`src/rtl/router_switch_alloc_if.sv`:
```
// router_switch_alloc_if: FIFO read sides (in_*) and downstream write sides (out_*) of the switch stage; ROUTER_SWITCH_STATS_EN adds stat_*_cnt
interface router_switch_alloc_if #(
  parameter int DATASIZE = 40
);
  logic [DATASIZE-1:0] in_L_data, in_N_data, in_E_data, in_S_data, in_W_data;
  logic in_L_valid, in_N_valid, in_E_valid, in_S_valid, in_W_valid;
  logic in_L_ready, in_N_ready, in_E_ready, in_S_ready, in_W_ready;
  logic [DATASIZE-1:0] out_L_data, out_N_data, out_E_data, out_S_data, out_W_data;
  logic out_L_valid, out_N_valid, out_E_valid, out_S_valid, out_W_valid;
  logic out_L_full, out_N_full, out_E_full, out_S_full, out_W_full;
`ifdef ROUTER_SWITCH_STATS_EN
  logic [15:0] stat_L_cnt, stat_N_cnt, stat_E_cnt, stat_S_cnt, stat_W_cnt;
`endif
  modport master (
    input in_L_data, in_N_data, in_E_data, in_S_data, in_W_data,
    input in_L_valid, in_N_valid, in_E_valid, in_S_valid, in_W_valid,
    input out_L_full, out_N_full, out_E_full, out_S_full, out_W_full,
`ifdef ROUTER_SWITCH_STATS_EN
    output stat_L_cnt, stat_N_cnt, stat_E_cnt, stat_S_cnt, stat_W_cnt,
`endif
    output in_L_ready, in_N_ready, in_E_ready, in_S_ready, in_W_ready,
    output out_L_data, out_N_data, out_E_data, out_S_data, out_W_data,
    output out_L_valid, out_N_valid, out_E_valid, out_S_valid, out_W_valid
  );
  modport slave (
    output in_L_data, in_N_data, in_E_data, in_S_data, in_W_data,
    output in_L_valid, in_N_valid, in_E_valid, in_S_valid, in_W_valid,
    output out_L_full, out_N_full, out_E_full, out_S_full, out_W_full,
`ifdef ROUTER_SWITCH_STATS_EN
    input stat_L_cnt, stat_N_cnt, stat_E_cnt, stat_S_cnt, stat_W_cnt,
`endif
    input in_L_ready, in_N_ready, in_E_ready, in_S_ready, in_W_ready,
    input out_L_data, out_N_data, out_E_data, out_S_data, out_W_data,
    input out_L_valid, out_N_valid, out_E_valid, out_S_valid, out_W_valid
  );
endinterface

```
`src/rtl/router_switch_alloc.sv`:
```
// router_switch_alloc: XY-routing round-robin switch stage with one-entry output slots; ROUTER_SWITCH_STATS_EN adds per-output transfer counters
module router_switch_alloc #(
  parameter int DATASIZE = 40,
  parameter int COORD_W = 4,
  parameter int LOCAL_X = 0,
  parameter int LOCAL_Y = 0
) (
  input logic clk,
  input logic rst,
  router_switch_alloc_if.master bus
);
  localparam logic [COORD_W-1:0] LX = COORD_W'(LOCAL_X);
  localparam logic [COORD_W-1:0] LY = COORD_W'(LOCAL_Y);
  logic [4:0][DATASIZE-1:0] in_data, slot;
  logic [4:0] in_valid, in_ready, out_full, occ, free, busy;
  logic [4:0][2:0] route, rr, win;
  logic [4:0][4:0] req, gnt;
  logic [3:0] idx;
  function automatic logic [2:0] xy(input logic [DATASIZE-1:0] d);
    logic [COORD_W:0] dx, dy;
    dx = {1'b0, d[DATASIZE-1 -: COORD_W]} - {1'b0, LX};
    dy = {1'b0, d[DATASIZE-1-COORD_W -: COORD_W]} - {1'b0, LY};
    return dx[COORD_W] ? 3'd4 : |dx ? 3'd2 : dy[COORD_W] ? 3'd3 : |dy ? 3'd1 : 3'd0;
  endfunction
  assign in_data = {bus.in_W_data, bus.in_S_data, bus.in_E_data, bus.in_N_data, bus.in_L_data};
  assign in_valid = {bus.in_W_valid, bus.in_S_valid, bus.in_E_valid, bus.in_N_valid, bus.in_L_valid};
  assign out_full = {bus.out_W_full, bus.out_S_full, bus.out_E_full, bus.out_N_full, bus.out_L_full};
  assign {bus.in_W_ready, bus.in_S_ready, bus.in_E_ready, bus.in_N_ready, bus.in_L_ready} = in_ready;
  assign {bus.out_W_valid, bus.out_S_valid, bus.out_E_valid, bus.out_N_valid, bus.out_L_valid} = occ;
  assign bus.out_L_data = slot[0];
  assign bus.out_N_data = slot[1];
  assign bus.out_E_data = slot[2];
  assign bus.out_S_data = slot[3];
  assign bus.out_W_data = slot[4];
  assign busy = occ & ~out_full;
  // route every head flit and turn it into a request on its single output
  always_comb begin
    req = '0;
    route = '0;
    for (int i = 0; i < 5; i++) begin
      route[i] = xy(in_data[i]);
      req[route[i]][i] = in_valid[i];
    end
  end
  // round-robin from rr; scanning priorities in reverse lets the highest-priority hit overwrite the rest
  always_comb begin
    gnt = '0;
    win = '0;
    free = '0;
    idx = '0;
    for (int o = 0; o < 5; o++) begin
      free[o] = ~rst & (~occ[o] | ~out_full[o]);
      for (int k = 4; k >= 0; k--) begin
        idx = {1'b0, rr[o]} + 4'(k);
        idx = idx >= 4'd5 ? idx - 4'd5 : idx;
        if (free[o] && req[o][idx[2:0]]) begin
          gnt[o] = 5'(1) << idx;
          win[o] = idx[2:0];
        end
      end
    end
  end
  // an input is popped when its requested output granted it
  always_comb begin
    in_ready = '0;
    for (int o = 0; o < 5; o++) in_ready = in_ready | gnt[o];
  end
  // load granted flits (reload wins over drain), empty drained slots, move rr past each winner
  always_ff @(posedge clk) begin
    if (rst) begin
      occ <= '0;
      slot <= '0;
      rr <= '0;
    end else begin
      for (int o = 0; o < 5; o++) begin
        if (|gnt[o]) begin
          occ[o] <= 1'b1;
          slot[o] <= in_data[win[o]];
          rr[o] <= win[o] == 3'd4 ? 3'd0 : win[o] + 3'd1;
        end else if (busy[o]) occ[o] <= 1'b0;
      end
    end
  end
`ifdef ROUTER_SWITCH_STATS_EN
  logic [4:0][15:0] cnt;
  // saturating count of flits accepted downstream on each output
  always_ff @(posedge clk) begin
    if (rst) cnt <= '0;
    else for (int o = 0; o < 5; o++) if (busy[o] && !(&cnt[o])) cnt[o] <= cnt[o] + 16'd1;
  end
  assign bus.stat_L_cnt = cnt[0];
  assign bus.stat_N_cnt = cnt[1];
  assign bus.stat_E_cnt = cnt[2];
  assign bus.stat_S_cnt = cnt[3];
  assign bus.stat_W_cnt = cnt[4];
`endif
endmodule

```
`src/flat_wrapper.sv`:
```
// flat-port wrapper written by rule: the top's interface ports become plain ports
module router_switch_alloc_flat 
#(
  parameter int DATASIZE = 40,
  parameter int COORD_W = 4,
  parameter int LOCAL_X = 0,
  parameter int LOCAL_Y = 0
)
  (clk, rst, bus_in_L_data, bus_in_N_data, bus_in_E_data, bus_in_S_data, bus_in_W_data, bus_in_L_valid, bus_in_N_valid, bus_in_E_valid, bus_in_S_valid, bus_in_W_valid, bus_out_L_full, bus_out_N_full, bus_out_E_full, bus_out_S_full, bus_out_W_full, bus_in_L_ready, bus_in_N_ready, bus_in_E_ready, bus_in_S_ready, bus_in_W_ready, bus_out_L_data, bus_out_N_data, bus_out_E_data, bus_out_S_data, bus_out_W_data, bus_out_L_valid, bus_out_N_valid, bus_out_E_valid, bus_out_S_valid, bus_out_W_valid);
  router_switch_alloc_if #(.DATASIZE(DATASIZE)) bus_i ();
  input logic clk;
  input logic rst;
  input wire logic [$bits(bus_i.in_L_data)-1:0] bus_in_L_data;
  input wire logic [$bits(bus_i.in_N_data)-1:0] bus_in_N_data;
  input wire logic [$bits(bus_i.in_E_data)-1:0] bus_in_E_data;
  input wire logic [$bits(bus_i.in_S_data)-1:0] bus_in_S_data;
  input wire logic [$bits(bus_i.in_W_data)-1:0] bus_in_W_data;
  input wire logic [$bits(bus_i.in_L_valid)-1:0] bus_in_L_valid;
  input wire logic [$bits(bus_i.in_N_valid)-1:0] bus_in_N_valid;
  input wire logic [$bits(bus_i.in_E_valid)-1:0] bus_in_E_valid;
  input wire logic [$bits(bus_i.in_S_valid)-1:0] bus_in_S_valid;
  input wire logic [$bits(bus_i.in_W_valid)-1:0] bus_in_W_valid;
  input wire logic [$bits(bus_i.out_L_full)-1:0] bus_out_L_full;
  input wire logic [$bits(bus_i.out_N_full)-1:0] bus_out_N_full;
  input wire logic [$bits(bus_i.out_E_full)-1:0] bus_out_E_full;
  input wire logic [$bits(bus_i.out_S_full)-1:0] bus_out_S_full;
  input wire logic [$bits(bus_i.out_W_full)-1:0] bus_out_W_full;
  output wire logic [$bits(bus_i.in_L_ready)-1:0] bus_in_L_ready;
  output wire logic [$bits(bus_i.in_N_ready)-1:0] bus_in_N_ready;
  output wire logic [$bits(bus_i.in_E_ready)-1:0] bus_in_E_ready;
  output wire logic [$bits(bus_i.in_S_ready)-1:0] bus_in_S_ready;
  output wire logic [$bits(bus_i.in_W_ready)-1:0] bus_in_W_ready;
  output wire logic [$bits(bus_i.out_L_data)-1:0] bus_out_L_data;
  output wire logic [$bits(bus_i.out_N_data)-1:0] bus_out_N_data;
  output wire logic [$bits(bus_i.out_E_data)-1:0] bus_out_E_data;
  output wire logic [$bits(bus_i.out_S_data)-1:0] bus_out_S_data;
  output wire logic [$bits(bus_i.out_W_data)-1:0] bus_out_W_data;
  output wire logic [$bits(bus_i.out_L_valid)-1:0] bus_out_L_valid;
  output wire logic [$bits(bus_i.out_N_valid)-1:0] bus_out_N_valid;
  output wire logic [$bits(bus_i.out_E_valid)-1:0] bus_out_E_valid;
  output wire logic [$bits(bus_i.out_S_valid)-1:0] bus_out_S_valid;
  output wire logic [$bits(bus_i.out_W_valid)-1:0] bus_out_W_valid;
  assign bus_i.in_L_data = bus_in_L_data;
  assign bus_i.in_N_data = bus_in_N_data;
  assign bus_i.in_E_data = bus_in_E_data;
  assign bus_i.in_S_data = bus_in_S_data;
  assign bus_i.in_W_data = bus_in_W_data;
  assign bus_i.in_L_valid = bus_in_L_valid;
  assign bus_i.in_N_valid = bus_in_N_valid;
  assign bus_i.in_E_valid = bus_in_E_valid;
  assign bus_i.in_S_valid = bus_in_S_valid;
  assign bus_i.in_W_valid = bus_in_W_valid;
  assign bus_i.out_L_full = bus_out_L_full;
  assign bus_i.out_N_full = bus_out_N_full;
  assign bus_i.out_E_full = bus_out_E_full;
  assign bus_i.out_S_full = bus_out_S_full;
  assign bus_i.out_W_full = bus_out_W_full;
  assign bus_in_L_ready = bus_i.in_L_ready;
  assign bus_in_N_ready = bus_i.in_N_ready;
  assign bus_in_E_ready = bus_i.in_E_ready;
  assign bus_in_S_ready = bus_i.in_S_ready;
  assign bus_in_W_ready = bus_i.in_W_ready;
  assign bus_out_L_data = bus_i.out_L_data;
  assign bus_out_N_data = bus_i.out_N_data;
  assign bus_out_E_data = bus_i.out_E_data;
  assign bus_out_S_data = bus_i.out_S_data;
  assign bus_out_W_data = bus_i.out_W_data;
  assign bus_out_L_valid = bus_i.out_L_valid;
  assign bus_out_N_valid = bus_i.out_N_valid;
  assign bus_out_E_valid = bus_i.out_E_valid;
  assign bus_out_S_valid = bus_i.out_S_valid;
  assign bus_out_W_valid = bus_i.out_W_valid;
  router_switch_alloc #(.DATASIZE(DATASIZE), .COORD_W(COORD_W), .LOCAL_X(LOCAL_X), .LOCAL_Y(LOCAL_Y)) u_core (.clk(clk), .rst(rst), .bus(bus_i));
endmodule
```
`config.mk`:
```
export PLATFORM = sky130hd
export DESIGN_NAME = router_switch_alloc_flat
export DESIGN_NICKNAME = d
export VERILOG_FILES = /design/src/rtl/router_switch_alloc_if.sv /design/src/rtl/router_switch_alloc.sv /design/src/flat_wrapper.sv
export SDC_FILE = /design/constraint.sdc
export NUM_CORES = 1
export LEC_CHECK = 0
export BUFFER_PORTS_ARGS = -buffer_cell sky130_fd_sc_hd__buf_4
export CAP_MARGIN = 10
export CORE_ASPECT_RATIO = 1.1
export CORE_MARGIN = 5
export CORE_UTILIZATION = 50
export DETAILED_ROUTE_END_ITERATION = 8
export GPL_ROUTABILITY_DRIVEN = 0
export PLACE_DENSITY = 0.8
export SLEW_MARGIN = 20
export SYNTH_ARGS = -nofsm -noshare
export SYNTH_HDL_FRONTEND = slang
export SYNTH_SLANG_ARGS = --single-unit
```
`constraint.sdc`:
```
create_clock -name clk -period 5.04 [get_ports clk]
set_input_delay 1.008 -clock clk [delete_from_list [all_inputs] [get_ports clk]]
set_output_delay 1.008 -clock clk [all_outputs]
set_load 0.1 [all_outputs]
```
==> out/qor.csv <==
metric;value;unit
status;complete, but fails checks;
failing checks;negative setup slack;
CP Depth;11;
worst skew pair latency;0.47;ns
Layout Nets;2633;
#FFs+latches synth;173;
vias per cell;6.97;
pin count of the biggest net entering global routing;83;
Finish-stage setup viols;2;
Post-Syn Instances;1954;
first-pass GRT wire length;108;mm
vias in the first global route;19300;
share of layout cells above drive strength 1;38.3;%
met2 WL;33.7;mm
synth unique cells;99;
storage element area;3470;um2
kind of cell adding the most delay to the critical path;simple AND/OR/NAND/NOR gates;
Hold Slack;0.471;ns
Hold Fails Final Rpt;0;
DRC viols;0;
final worst-path cycle share;102;%
Layout area overhead;33.4;%
DR top layer;met5;
worst reg2reg path startpoint;u_core.rr[6]$_SDFFE_PP0P_;
# IOs;422;
CTS tree;yes;
FILL cells;2495;
WP data arrival;4.13;ns
CP max FO;6;
Netlist Area Pre-Place;15900;um2
drt first pass iters;7;
sequential area share after synthesis;21.8;%
critical path, cell by cell;buf_4 -> or4_4 -> nor4_1 -> a211o_1 -> a41oi_4 -> and4_1 -> a31o_2 -> a22oi_2 -> o21ai_1 -> a311o_1 -> buf_12;
worst slack at placement;-0.0760;ns
Synth top area share;21.8;%
Die W;180;um
Buf/Inv on CP;2;
Worst slew margin;30.6;%
hpwl dp;52.5;mm
placed cells;2768;
Top FF cell, synth;dfxtp_1;
Mean Syn Cell Area;8.15;um2
CTS Buffer Depth;2;
min Tclk post-route;5.14;ns
hold path depth;1;
core area;31400;um2
Max stage delay cell, worst path;nor4_1;
Post-synth EDFFs;0;
# port buffers;379;
DR vias;19600;
clock sink count;173;
Reg clk slew, reported paths;0.08;ns
final setup margin;-0.0959;ns
Max-cap violations;0;
Worst Path Class, Setup;in -> out;
Critical Path RT;4.03;ns
worst reg-to-reg path cell count;18;
R2R setup slack;0.29;ns
top cells by area, synth;dfxtp_1, mux2_2, a22oi_1, ha_1, nor3_1;
fin util;67.7;%
grt ovf;0;
Max stage delay on crit path;0.66;ns
Fmax achieved;0.195;GHz
Pins Over Slew Limit;0;
Rows;68;
R2R Path End;u_core.bus.out_E_data[27]$_SDFFE_PP0P_;
Slew @ Worst Pin;1.04;ns
drt total wl;73.4;mm
antenna-violating nets left;0;
worst hold path class;reg -> reg;
Initial Util;50.7;%
CP Capture Type;primary output;
Die ar.;35500;um2
overall global routing resource usage;37.8;%
Post-CTS Hold Fix Bufs;0;
initial antenna violation count;5;
clock skew;0.0200;ns
Hold Path End;u_core.bus.out_S_data[15]$_SDFFE_PP0P_;
type of origin of the critical path;primary input;
DRC marker count from the first detailed-route iteration;2705;
WL met1;24.8;mm
Synth area leader;dfxtp_1;
min-delay src;u_core.bus.out_S_data[15]$_SDFFE_PP0P_;
H-tree levels;4;
Yosys warnings;0;
Async SR Flop Fraction;0;%
non-filler cells, final;2815;
routed length on met3;9.65;mm
multi-input logic area;11900;um2
DR WL/cell;26.1;um
total CTS buffers;17;
Die H;197;um
Root Buffer;clkbuf_16;
## routing by layer
layer	up-vias	track usage, %
met5	-	0
met4	2	24.1
met3	460	11.6
met2	1710	61.7
met1	9057	43.2
li1	8404	-
## cell type report
cell class,count,share of cell area [%]
multi-input cells,1568,55.9
repair buffers,573,21.5
flip-flops and latches,173,16.3
well taps,420,2.47
clock buffers,17,2.00
clock inverters,15,0.889
inverters,44,0.807
diodes,5,0.0589
## cells by family after synthesis
group,count (synthesis),share of synthesized area [%]
AO/OA/AOI/OAI,649,30.9
XOR/XNOR,22,1.21
adder cells (fa/ha/maj),44,3.60
buffers and inverters,253,7.81
flip-flops,173,21.8
multiplexers,182,12.7
other,1,0.0236
AND/OR/NAND/NOR,630,21.9
## state kept, by name (all words and copies together), names as in the netlist
register,flops
u_core.bus.out_E_data,40
u_core.bus.out_L_data,40
u_core.bus.out_N_data,40
u_core.bus.out_S_data,40
u_core.rr,9
u_core.occ,4
## synthesized netlist by cell type, drive strengths merged (8+ instances only)
cell type and n:
dfxtp 173, mux2 145, nand2 120, buf 119, nor3 102, a21oi 95
clkbuf 90, a22oi 89, a311oi 71, and3 66, nor2 65, nor2b 56
a31oi 49, o21ai 48, o31ai 44, inv 42, nand4 42, ha 41
nand3 40, a21o 38, mux2i 35, o22ai 35, a211oi 30, nor4 24
and2 21, nand2b 20, xnor2 17, a211o 15, nor3b 14, o221ai 14
o211ai 13, or3 13, a221oi 10, or2 10, or4 10, a41oi 9
o21a 9, a22o 8
## how the worst max path moves through the flow
stage	from	to	slack, ns
2_1_floorplan	u_core.rr[0]$_SDFFE_PP0P_	bus_in_W_ready	-0.11
3_3_place_gp	bus_in_E_data[35]	bus_in_E_ready	-0.08
3_5_place_dp	bus_in_E_data[35]	bus_in_E_ready	-0.08
4_1_cts	u_core.rr[1]$_SDFFE_PP0P_	bus_in_E_ready	-0.01
5_1_grt	u_core.rr[7]$_SDFFE_PP0P_	bus_in_E_ready	-0.13
6_report	bus_in_L_data[36]	bus_in_L_ready	-0.1
## metrics by stage
stage | area [um2] | setup TNS (ns)
after CTS | 20900 | -0.0128
after global routing | 21200 | -0.247
after detailed placement | 20100 | -0.110
final | 21200 | -0.117
after global placement | 20100 | -0.0796
after floorplan | 16100 | -0.150
## layout by cell type, fill, tap and decap left out, types with 49 or more instances in the layout
cell | netlist | layout
nor2b_1 | 56 | 54
buf_4 | 44 | 547
a31oi_1 | 49 | 49
a22oi_1 | 89 | 88
dfxtp_1 | 173 | 169
nand2_1 | 119 | 116
mux2_2 | 145 | 145
nor2_1 | 64 | 60
and3_1 | 66 | 66
nor3_1 | 99 | 99
a21oi_1 | 92 | 87
## repair_timing
action | in CTS | in global routing
resized for setup | 40 | 67
setup endpoints to repair | 5 | 5
buffers inserted | 2 | 8
endpoints found under the hold margin | 0 | 0
pin swaps | 5 | 23
Power is not shown: default switching activity piles up to over one toggle a cycle in this logic, so the estimate is an artifact.
